**config.mk**
```make
export PLATFORM = sky130hd
export DESIGN_NAME = bus_arbiter
export DESIGN_NICKNAME = d
export VERILOG_FILES = /design/src/rtl/bus_arbiter.sv
export SDC_FILE = /design/constraint.sdc
export NUM_CORES = 1
export LEC_CHECK = 0
export ABC_AREA = 1
export BUFFER_PORTS_ARGS = -buffer_cell sky130_fd_sc_hd__buf_2
export CORE_AREA = 2 2 305 307
export CTS_BUF_LIST = sky130_fd_sc_hd__clkbuf_8
export DETAILED_ROUTE_END_ITERATION = 8
export DIE_AREA = 0 0 307 309
export SETUP_SLACK_MARGIN = 0.05
export SLEW_MARGIN = 20
export SYNTH_ARGS = -nofsm -noshare
export SYNTH_HDL_FRONTEND = slang
export SYNTH_SLANG_ARGS = --single-unit
```
**constraint.sdc**
```tcl
create_clock -name clk -period 2.1 [get_ports clk]
set_clock_uncertainty 0.05 [all_clocks]
set_input_delay 0.42 -clock clk [delete_from_list [all_inputs] [get_ports clk]]
set_output_delay 0.42 -clock clk [all_outputs]
set_load 0.02 [all_outputs]
```
**src/rtl/bus_arbiter.sv**
```systemverilog
// CPU-priority arbiter sharing the core memory bus with a buffered master-1 port, plus RAM/MMIO decode.
// Defining ARB_STATS_EN adds m1_wait_cnt, a saturating count of cycles a held master-1 request is blocked.
module bus_arbiter #(
    parameter logic [63:0] RAM_BASE  = 64'h0000_0000_8000_0000,
    parameter logic [63:0] RAM_SIZE  = 64'h0000_0000_0010_0000,
    parameter logic [63:0] MMIO_BASE = 64'h0000_0000_1000_0000,
    parameter logic [63:0] MMIO_SIZE = 64'h0000_0000_0000_1000
) (
    input  logic        clk,
    input  logic        reset,
    input  logic [63:0] cpu_addr,
    input  logic [63:0] cpu_wdata,
    input  logic        cpu_we,
    input  logic        cpu_re,
    output logic [63:0] cpu_rdata,
    input  logic        m1_req,
    input  logic        m1_we,
    input  logic [63:0] m1_addr,
    input  logic [63:0] m1_wdata,
    output logic        m1_ready,
    output logic        m1_done,
    output logic        m1_err,
    output logic [63:0] m1_rdata,
    output logic [63:0] ram_addr,
    output logic [63:0] ram_wdata,
    output logic        ram_we,
    output logic        ram_re,
    input  logic [63:0] ram_rdata,
    output logic [63:0] mmio_addr,
    output logic [63:0] mmio_wdata,
    output logic        mmio_we,
    output logic        mmio_re,
    input  logic [63:0] mmio_rdata
`ifdef ARB_STATS_EN
    ,
    output logic [31:0] m1_wait_cnt
`endif
);

    typedef enum logic [2:0] {
        OWN_NONE,
        OWN_CPU_RAM,
        OWN_CPU_MMIO,
        OWN_CPU_UNMAPPED,
        OWN_M1_RAM,
        OWN_M1_MMIO,
        OWN_M1_UNMAPPED
    } owner_e;

    owner_e      owner_q, owner_d;
    logic        hold_valid_q, hold_valid_d;
    logic        hold_we_q;
    logic [63:0] hold_addr_q, hold_wdata_q;
    logic        cpu_act, issue_m1, accept;
    logic [63:0] sel_addr, sel_wdata;
    logic        sel_we, sel_re, hit_ram, hit_mmio;

    // The window end is formed in 65 bits so a region touching the top of the map cannot wrap.
    function automatic logic in_window(input logic [63:0] addr, input logic [63:0] base,
                                       input logic [63:0] size);
        logic [64:0] end_x;
        end_x = {1'b0, base} + {1'b0, size};
        return ({1'b0, addr} >= {1'b0, base}) && ({1'b0, addr} < end_x);
    endfunction

    assign m1_ready = ~hold_valid_q;
    assign accept   = m1_req & m1_ready;

    always_comb begin
        cpu_act   = cpu_re | cpu_we;
        issue_m1  = hold_valid_q & ~cpu_act;
        sel_addr  = cpu_addr;
        sel_wdata = cpu_wdata;
        sel_we    = cpu_we;
        sel_re    = cpu_re & ~cpu_we;
        if (!cpu_act) begin
            sel_addr  = hold_addr_q;
            sel_wdata = hold_wdata_q;
            sel_we    = issue_m1 & hold_we_q;
            sel_re    = issue_m1 & ~hold_we_q;
        end
        hit_ram  = in_window(sel_addr, RAM_BASE, RAM_SIZE);
        hit_mmio = in_window(sel_addr, MMIO_BASE, MMIO_SIZE);

        hold_valid_d = hold_valid_q;
        if (accept) begin
            hold_valid_d = 1'b1;
        end else if (issue_m1) begin
            hold_valid_d = 1'b0;
        end

        owner_d = OWN_NONE;
        if (cpu_act) begin
            if (hit_ram)       owner_d = OWN_CPU_RAM;
            else if (hit_mmio) owner_d = OWN_CPU_MMIO;
            else               owner_d = OWN_CPU_UNMAPPED;
        end else if (issue_m1) begin
            if (hit_ram)       owner_d = OWN_M1_RAM;
            else if (hit_mmio) owner_d = OWN_M1_MMIO;
            else               owner_d = OWN_M1_UNMAPPED;
        end
    end

    // Strobes are gated by reset directly so they drop the instant reset asserts.
    assign ram_addr   = sel_addr;
    assign ram_wdata  = sel_wdata;
    assign ram_we     = reset & hit_ram & sel_we;
    assign ram_re     = reset & hit_ram & sel_re;
    assign mmio_addr  = sel_addr;
    assign mmio_wdata = sel_wdata;
    assign mmio_we    = reset & hit_mmio & sel_we;
    assign mmio_re    = reset & hit_mmio & sel_re;

    always_comb begin
        cpu_rdata = '0;
        m1_rdata  = '0;
        m1_done   = 1'b0;
        m1_err    = 1'b0;
        case (owner_q)
            OWN_CPU_RAM:  cpu_rdata = ram_rdata;
            OWN_CPU_MMIO: cpu_rdata = mmio_rdata;
            OWN_M1_RAM: begin
                m1_rdata = ram_rdata;
                m1_done  = 1'b1;
            end
            OWN_M1_MMIO: begin
                m1_rdata = mmio_rdata;
                m1_done  = 1'b1;
            end
            OWN_M1_UNMAPPED: begin
                m1_done = 1'b1;
                m1_err  = 1'b1;
            end
            default: ;
        endcase
    end

    always_ff @(posedge clk or negedge reset) begin
        if (!reset) begin
            owner_q      <= OWN_NONE;
            hold_valid_q <= 1'b0;
            hold_we_q    <= 1'b0;
            hold_addr_q  <= '0;
            hold_wdata_q <= '0;
        end else begin
            owner_q      <= owner_d;
            hold_valid_q <= hold_valid_d;
            if (accept) begin
                hold_we_q    <= m1_we;
                hold_addr_q  <= m1_addr;
                hold_wdata_q <= m1_wdata;
            end
        end
    end

`ifdef ARB_STATS_EN
    logic [31:0] wait_cnt_q;

    always_ff @(posedge clk or negedge reset) begin
        if (!reset) begin
            wait_cnt_q <= '0;
        end else if (hold_valid_q && cpu_act && (wait_cnt_q != 32'hFFFF_FFFF)) begin
            wait_cnt_q <= wait_cnt_q + 32'd1;
        end
    end

    assign m1_wait_cnt = wait_cnt_q;
`endif

endmodule

```
[Word-level counts from Yosys, hierarchy flattened]
Cells that the tools add are included.
Word-level totals
  output and inout port bits: 391
  input bits: 390
  word-level logic and storage cells: 50
  bits in writable memories: 0
  memory bits (read-only): 0
  bits in latches: 0
  flip-flop bits (word level): 133
  memories: 0
Cells by class
  multipliers: 0
  reduce and logical (&&, ||, !) cells: 4
  bitwise gates (word level): 16
  eq/ne operators: 5
  shift operators: 0
  divide/modulo/power cells: 0
  $add $sub $neg: 0
  $lt $le $gt $ge: 4
  multiplexer cells: 16
Operators by type and width (number)
  64-bit one-hot mux with 2 select lines: 2
  64-bit two-way mux: 2
  64-bit by 29-bit >= comparator with 1-bit output, second input constant: 1
  64-bit by 32-bit >= comparator with 1-bit output, second input constant: 1
  64-bit by 29-bit less-than comparator with 1-bit output, second input constant: 1
  64-bit by 32-bit less-than comparator with 1-bit output, second input constant: 1
  1-bit AND: 11
  3-bit equality test, second input constant: 3
  1-bit two-way mux: 7
  2-bit two-way mux: 3
  3-bit two-way mux: 2
  1-bit NOT: 4
  3-bit by 1-bit equality test with 1-bit output, second input constant: 1
  3-bit by 2-bit equality test with 1-bit output, second input constant: 1
  3-bit OR reduction: 1
  1-bit logical AND: 2
  2-bit nonzero test: 1
  1-bit bitwise OR: 1

[Depth between registers and ports, before layout]
  word-level depth: 8
  mapped depth: 13
  gate-level depth less buffers: 12

[Least setup slack after synthesis]
Ideal clock, no wire load.
  path kind: input port to output port
  from: input cpu_we
  to: output mmio_re
  required time: 1.630 ns
  buffers on the path: 1
  path slack: -0.303 ns
  arrival: 1.933 ns
  stages on the path: 10
  cells stage by stage: nor2_4 -> buf_2 -> nand2_1 -> nand2_1 -> nand2_1 -> nor2_1 -> nand3_1 -> nor2_1 -> nand3_1 -> nor3_1
On the way
  longest elaborated chain between the ends: 6
  elaborated cells on any way between the ends: 13
  classes of those cells: 2 x order compare; 2 x mux; 8 x bitwise; 1 x reduce/logical
RTL lines
  from (decl): RTL line 13  | input logic cpu_we,
  1-bit bitwise OR (*): RTL line 70  | cpu_act = cpu_re | cpu_we;
  64-bit two-way mux (*): RTL line 76  | if (!cpu_act) begin
  via mmio_addr[28]: RTL line 29  | output logic [63:0] mmio_addr,
  64-bit by 29-bit >= comparator with 1-bit output or 64-bit by 29-bit less-than comparator with 1-bit output (tied branches): RTL line 63  | return ({1'b0, addr} >= {1'b0, base}) && ({1'b0, addr} < end_x);
  1-bit logical AND (*): RTL line 63
  1-bit AND (*) (2 in series): RTL line 112  | assign mmio_re = reset & hit_mmio & sel_re;
  to (decl): RTL line 32  | output logic mmio_re,
The timed path passes the listed nets; every way through them passes the cells marked *.

[Worst setup path after layout]
  from: input cpu_re
  to: output mmio_we
On the way
  longest elaborated chain between the ends: 6
  elaborated cells on any way between the ends: 11
  classes of those cells: 2 x order compare; 2 x mux; 6 x bitwise; 1 x reduce/logical
RTL lines
  from (decl): RTL line 14  | input logic cpu_re,
  1-bit bitwise OR (*): RTL line 70
  64-bit two-way mux or 1-bit NOT (tied branches): RTL line 76, 71
  64-bit by 29-bit >= comparator with 1-bit output (tied with other cells): RTL line 63
  1-bit logical AND or 1-bit AND (tied branches): RTL line 63, 79
  1-bit AND or 1-bit two-way mux (tied branches): RTL line 111, 76
  1-bit AND (*): RTL line 111  | assign mmio_we = reset & hit_mmio & sel_we;
  to (decl): RTL line 31  | output logic mmio_we,
Mark *: on every way between the ends. The rest lies on a longest branch, timed or not.

==> results.yml <==
pwr:
  swShare: 0.4316
  cellPowerDensity_mw_per_mm2: 618.1
  pwr-share-comb: 0.542
  p_clk_frac: 0.178
  ir_drop_v: 0.0005232
  internal_power_mw: 7.917
  leakage_nw: 10.78
  pwr-share-seq: 0.280
  p_switching_mw: 6.011
critical_path:
  startpoint: "cpu_re"
  worstRegToRegCells: 12
  critPathTopFamily: "buffers and inverters"
  crit_buf_inv: 9
  worstPathArrival_ns: 2.45
  timing.rr.start: "hold_addr_q[47]"
  endpoint_kind: "primary output"
  start_kind: "input pin"
  cpMostUsedCell: "buf_6"
  r2r_setup_slack_ns: 0.24
  cp_max_fo: 5
  path_cells: "buf_8 > buf_6 > clkinvlp_4 > buf_6 > nand2_8 > buf_6 > nand2_1 > o21ai_2 > nand2_1 > nor2_2 > nand2_2 > nor2_4 > buf_6 > buf_6 > nand3_4 > buf_12 > nor3_4 > buf_6"
  crit_cells: 18
  crit_end: "mmio_we"
  cp_slowest_cell: "nor3_4"
  cpPeakStageDelay_ns: 0.17
  reg2reg_to: "owner_q[0]"
  crit_required_ns: 1.63
  path_class: "in2out"
sta:
  worst_pin_slew_ns: 0.5689
  layout_setup_ws_ns: -0.8247
  final-setup-viol-count: 298
  relSlewSlack: 0.6207
  max_freq_mhz: 341.9
  hold_ws_ns: 0.07194
  period_minus_slack_ns: 2.925
  hold_viol: 0
  finalMaxSlewViolations: 0
  fin_crit_sh: 1.393
  rsz0062_at_grt: "true"
layout:
  nNetsFinal: 2601
  layout-drive-gt1-share: 0.6515
  area_growth_pct: 142.0
  fin_cells: 3424
  nFillCells: 9593
grt:
  grt_start_max_net_pins: 75
  grt-ovfl-total: 0
  grt_usage: 0.1593
  grt_pass1_wl_um: 103200
  first_global_vias: 12908
  antenna_found_initial: 55
routing:
  dr_total_vias: 13300
  drt-initial-drc-count: 863
  wl_per_cell_um: 24.83
  detail-route-antenna-nets: 0
  drtPass1Iterations: 5
  drt_wl_total_um: 85010
  drcViolationCount: 0
  viasPerCell: 3.884
cts:
  cts_tree: "built"
  clk_pin_slew_worst_paths_ns: 0.11
  worstSkewPairLatency_ns: 0.55
  cts-root-buf: "clkbuf_8"
  clockBufferDepth: 2
  numClockSinks: 133
  htree_levels: 4
  cts_inserted_buffers: 17
place:
  globalplace.congestion: 0.8999
  port_buffers: 780
  dp.cells: 3179
  hpwl_um: 59420
floorplanning:
  num_rows: 111
  die_w_um: 307
  dieHeight_um: 309
  dieArea_mm2: 0.09486
  start_util: 0.1019
  core_area_mm2: 0.09139
  io_pins: 781
synth:
  synth_top_area_share: 0.3575
  avgSynthCellArea_um2: 7.167
  synth-seq-area-share: 0.3575
  syn_area_mm2: 0.009310
  synth.most_common_cell: "nand2_1"
  synth_cell_types: 17
  async_reset_ff_frac: 1.000
  yosys-top-cells-area: "dfrtp_1, nand2_1, buf_4"
  ys.flop_type: "dfrtp_1"
  synth.cells.most_frequent: "nand2_1, inv_1, dfrtp_1, buf_4, o22ai_1"
  synth_edf_count: 0
  yosys_register_bits: 133
  syn-instance-count: 1299
  yosysWarnings: 0
  yosys.area.top_type: "dfrtp_1"
  syn_nets: 1689
outcome:
  status: "complete, but fails checks"
  violations: "negative setup slack"
hold_path:
  hp-class: "in2reg"
flow_run:
  maxCapViolCount: 0
cell families after synthesis:
kind of cell,share of synthesized area
buffers and inverters,0.2352
muxes,0.1016
and+or+nand+nor,0.1691
DFF,0.3575
AOI/OAI and AO/OA,0.1367
through the flow:
stage                     setup TNS, ns  power [mW]  setup WS, ns  area (um^2)    util
after global placement           -60.95       9.252        -1.259        14640  0.1602
after global routing            -139.11       14.64       -0.9031        22530  0.2465
final                           -119.50       13.93       -0.8247        22530  0.2466
after floorplan                 -0.2411       7.014      -0.08002         9412       -
after CTS                       -104.26       13.02       -0.8523        19510  0.2134
after detailed placement         -64.38       9.316        -1.281        14640  0.1602
worst min-delay path by stage:
stage	start	endpoint	slack, ns	cells after the start
2_1_floorplan	reset	hold_addr_q[0]	0.07	0
4_1_cts	m1_addr[20]	hold_addr_q[20]	0.0005	3
3_3_place_gp	hold_wdata_q[12]	hold_wdata_q[12]	0.44	1
6_report	m1_addr[36]	hold_addr_q[36]	0.07	3
3_5_place_dp	hold_addr_q[35]	hold_addr_q[35]	0.44	1
5_1_grt	m1_addr[42]	hold_addr_q[42]	0.03	3
layout by cell type (no fill, tap or decap), types with 13 or more instances in the layout:
cell type / Yosys / layout
buf_12: 0 / 37
nand2_4: 0 / 94
o22ai_4: 0 / 125
nand2_2: 1 / 57
nor2_1: 65 / 56
clkbuf_8: 0 / 18
nand2_1: 335 / 183
buf_4: 131 / 102
diode_2: 0 / 14
inv_1: 249 / 229
buf_16: 0 / 23
mux2_2: 84 / 84
a21oi_1: 48 / 47
buf_6: 0 / 317
dfrtp_1: 133 / 130
o21ai_0: 40 / 16
buf_8: 0 / 13
dlygate4sd3_1: 0 / 100
o21ai_2: 0 / 16
buf_2: 16 / 485
o21ai_1: 5 / 13
state kept, by name, summed over array words and instances (netlist names):
signal,count
owner_q,3
hold_addr_q,64
hold_we_q,1
hold_wdata_q,64
hold_valid_q,1
per-layer routing:
metal | share of wire | up-vias | global-route usage
li1 | - | 5821 | -
met1 | 0.39 | 6407 | 0.1893
met2 | 0.47 | 767 | 0.2697
met3 | 0.070 | 277 | 0.04419
met4 | 0.060 | 28 | 0.06659
met5 | 0.0023 | - | 0
power groups by stage:
stage / Combinational [mW] / Clock (mW) / Sequential (mW)
floorplan: 3.25 / 0 / 3.77
global placement: 5.37 / 0 / 3.89
detailed placement: 5.40 / 0 / 3.91
CTS: 6.52 / 2.64 / 3.87
global route: 7.96 / 2.69 / 3.99
finish: 7.55 / 2.48 / 3.90
final cells by class:
| cell class | instances | area, um^2 | area share |
|---|---|---|---|
| clock inverter | 14 | 138.9 | 0.006163 |
| tap | 1186 | 1484 | 0.06585 |
| sequential | 133 | 3332 | 0.1479 |
| clock buffer | 18 | 247.7 | 0.01099 |
| inverter | 249 | 970.9 | 0.04309 |
| timing repair buffer | 1090 | 9666 | 0.4289 |
| antenna | 14 | 35.03 | 0.001555 |
| multi-input combinational | 720 | 6660 | 0.2956 |
worst reg2reg max path, cell delays in order (launching register included):
cell and delay [ns]:
dfrtp_1 0.44, o21ai_2 0.15, buf_4 0.13, nand2_2 0.04
nor2_2 0.12, nand2_2 0.07, nor2_4 0.11, buf_6 0.13
buf_6 0.10, nand3_4 0.08, buf_12 0.15, o21ai_1 0.12
inv_1 0.06
repair_timing:
| item | in CTS | in global routing |
|---|---|---|
| setup buffers | 59 | 16 |
| pin swaps | 24 | 51 |
| hold buffers | 100 | 0 |
| endpoints found under the setup margin | 374 | 362 |
| resized for setup | 569 | 766 |
| hold endpoints to repair | 232 | 0 |
| gates cloned | 23 | 16 |
(Power assumes the default switching activity.)
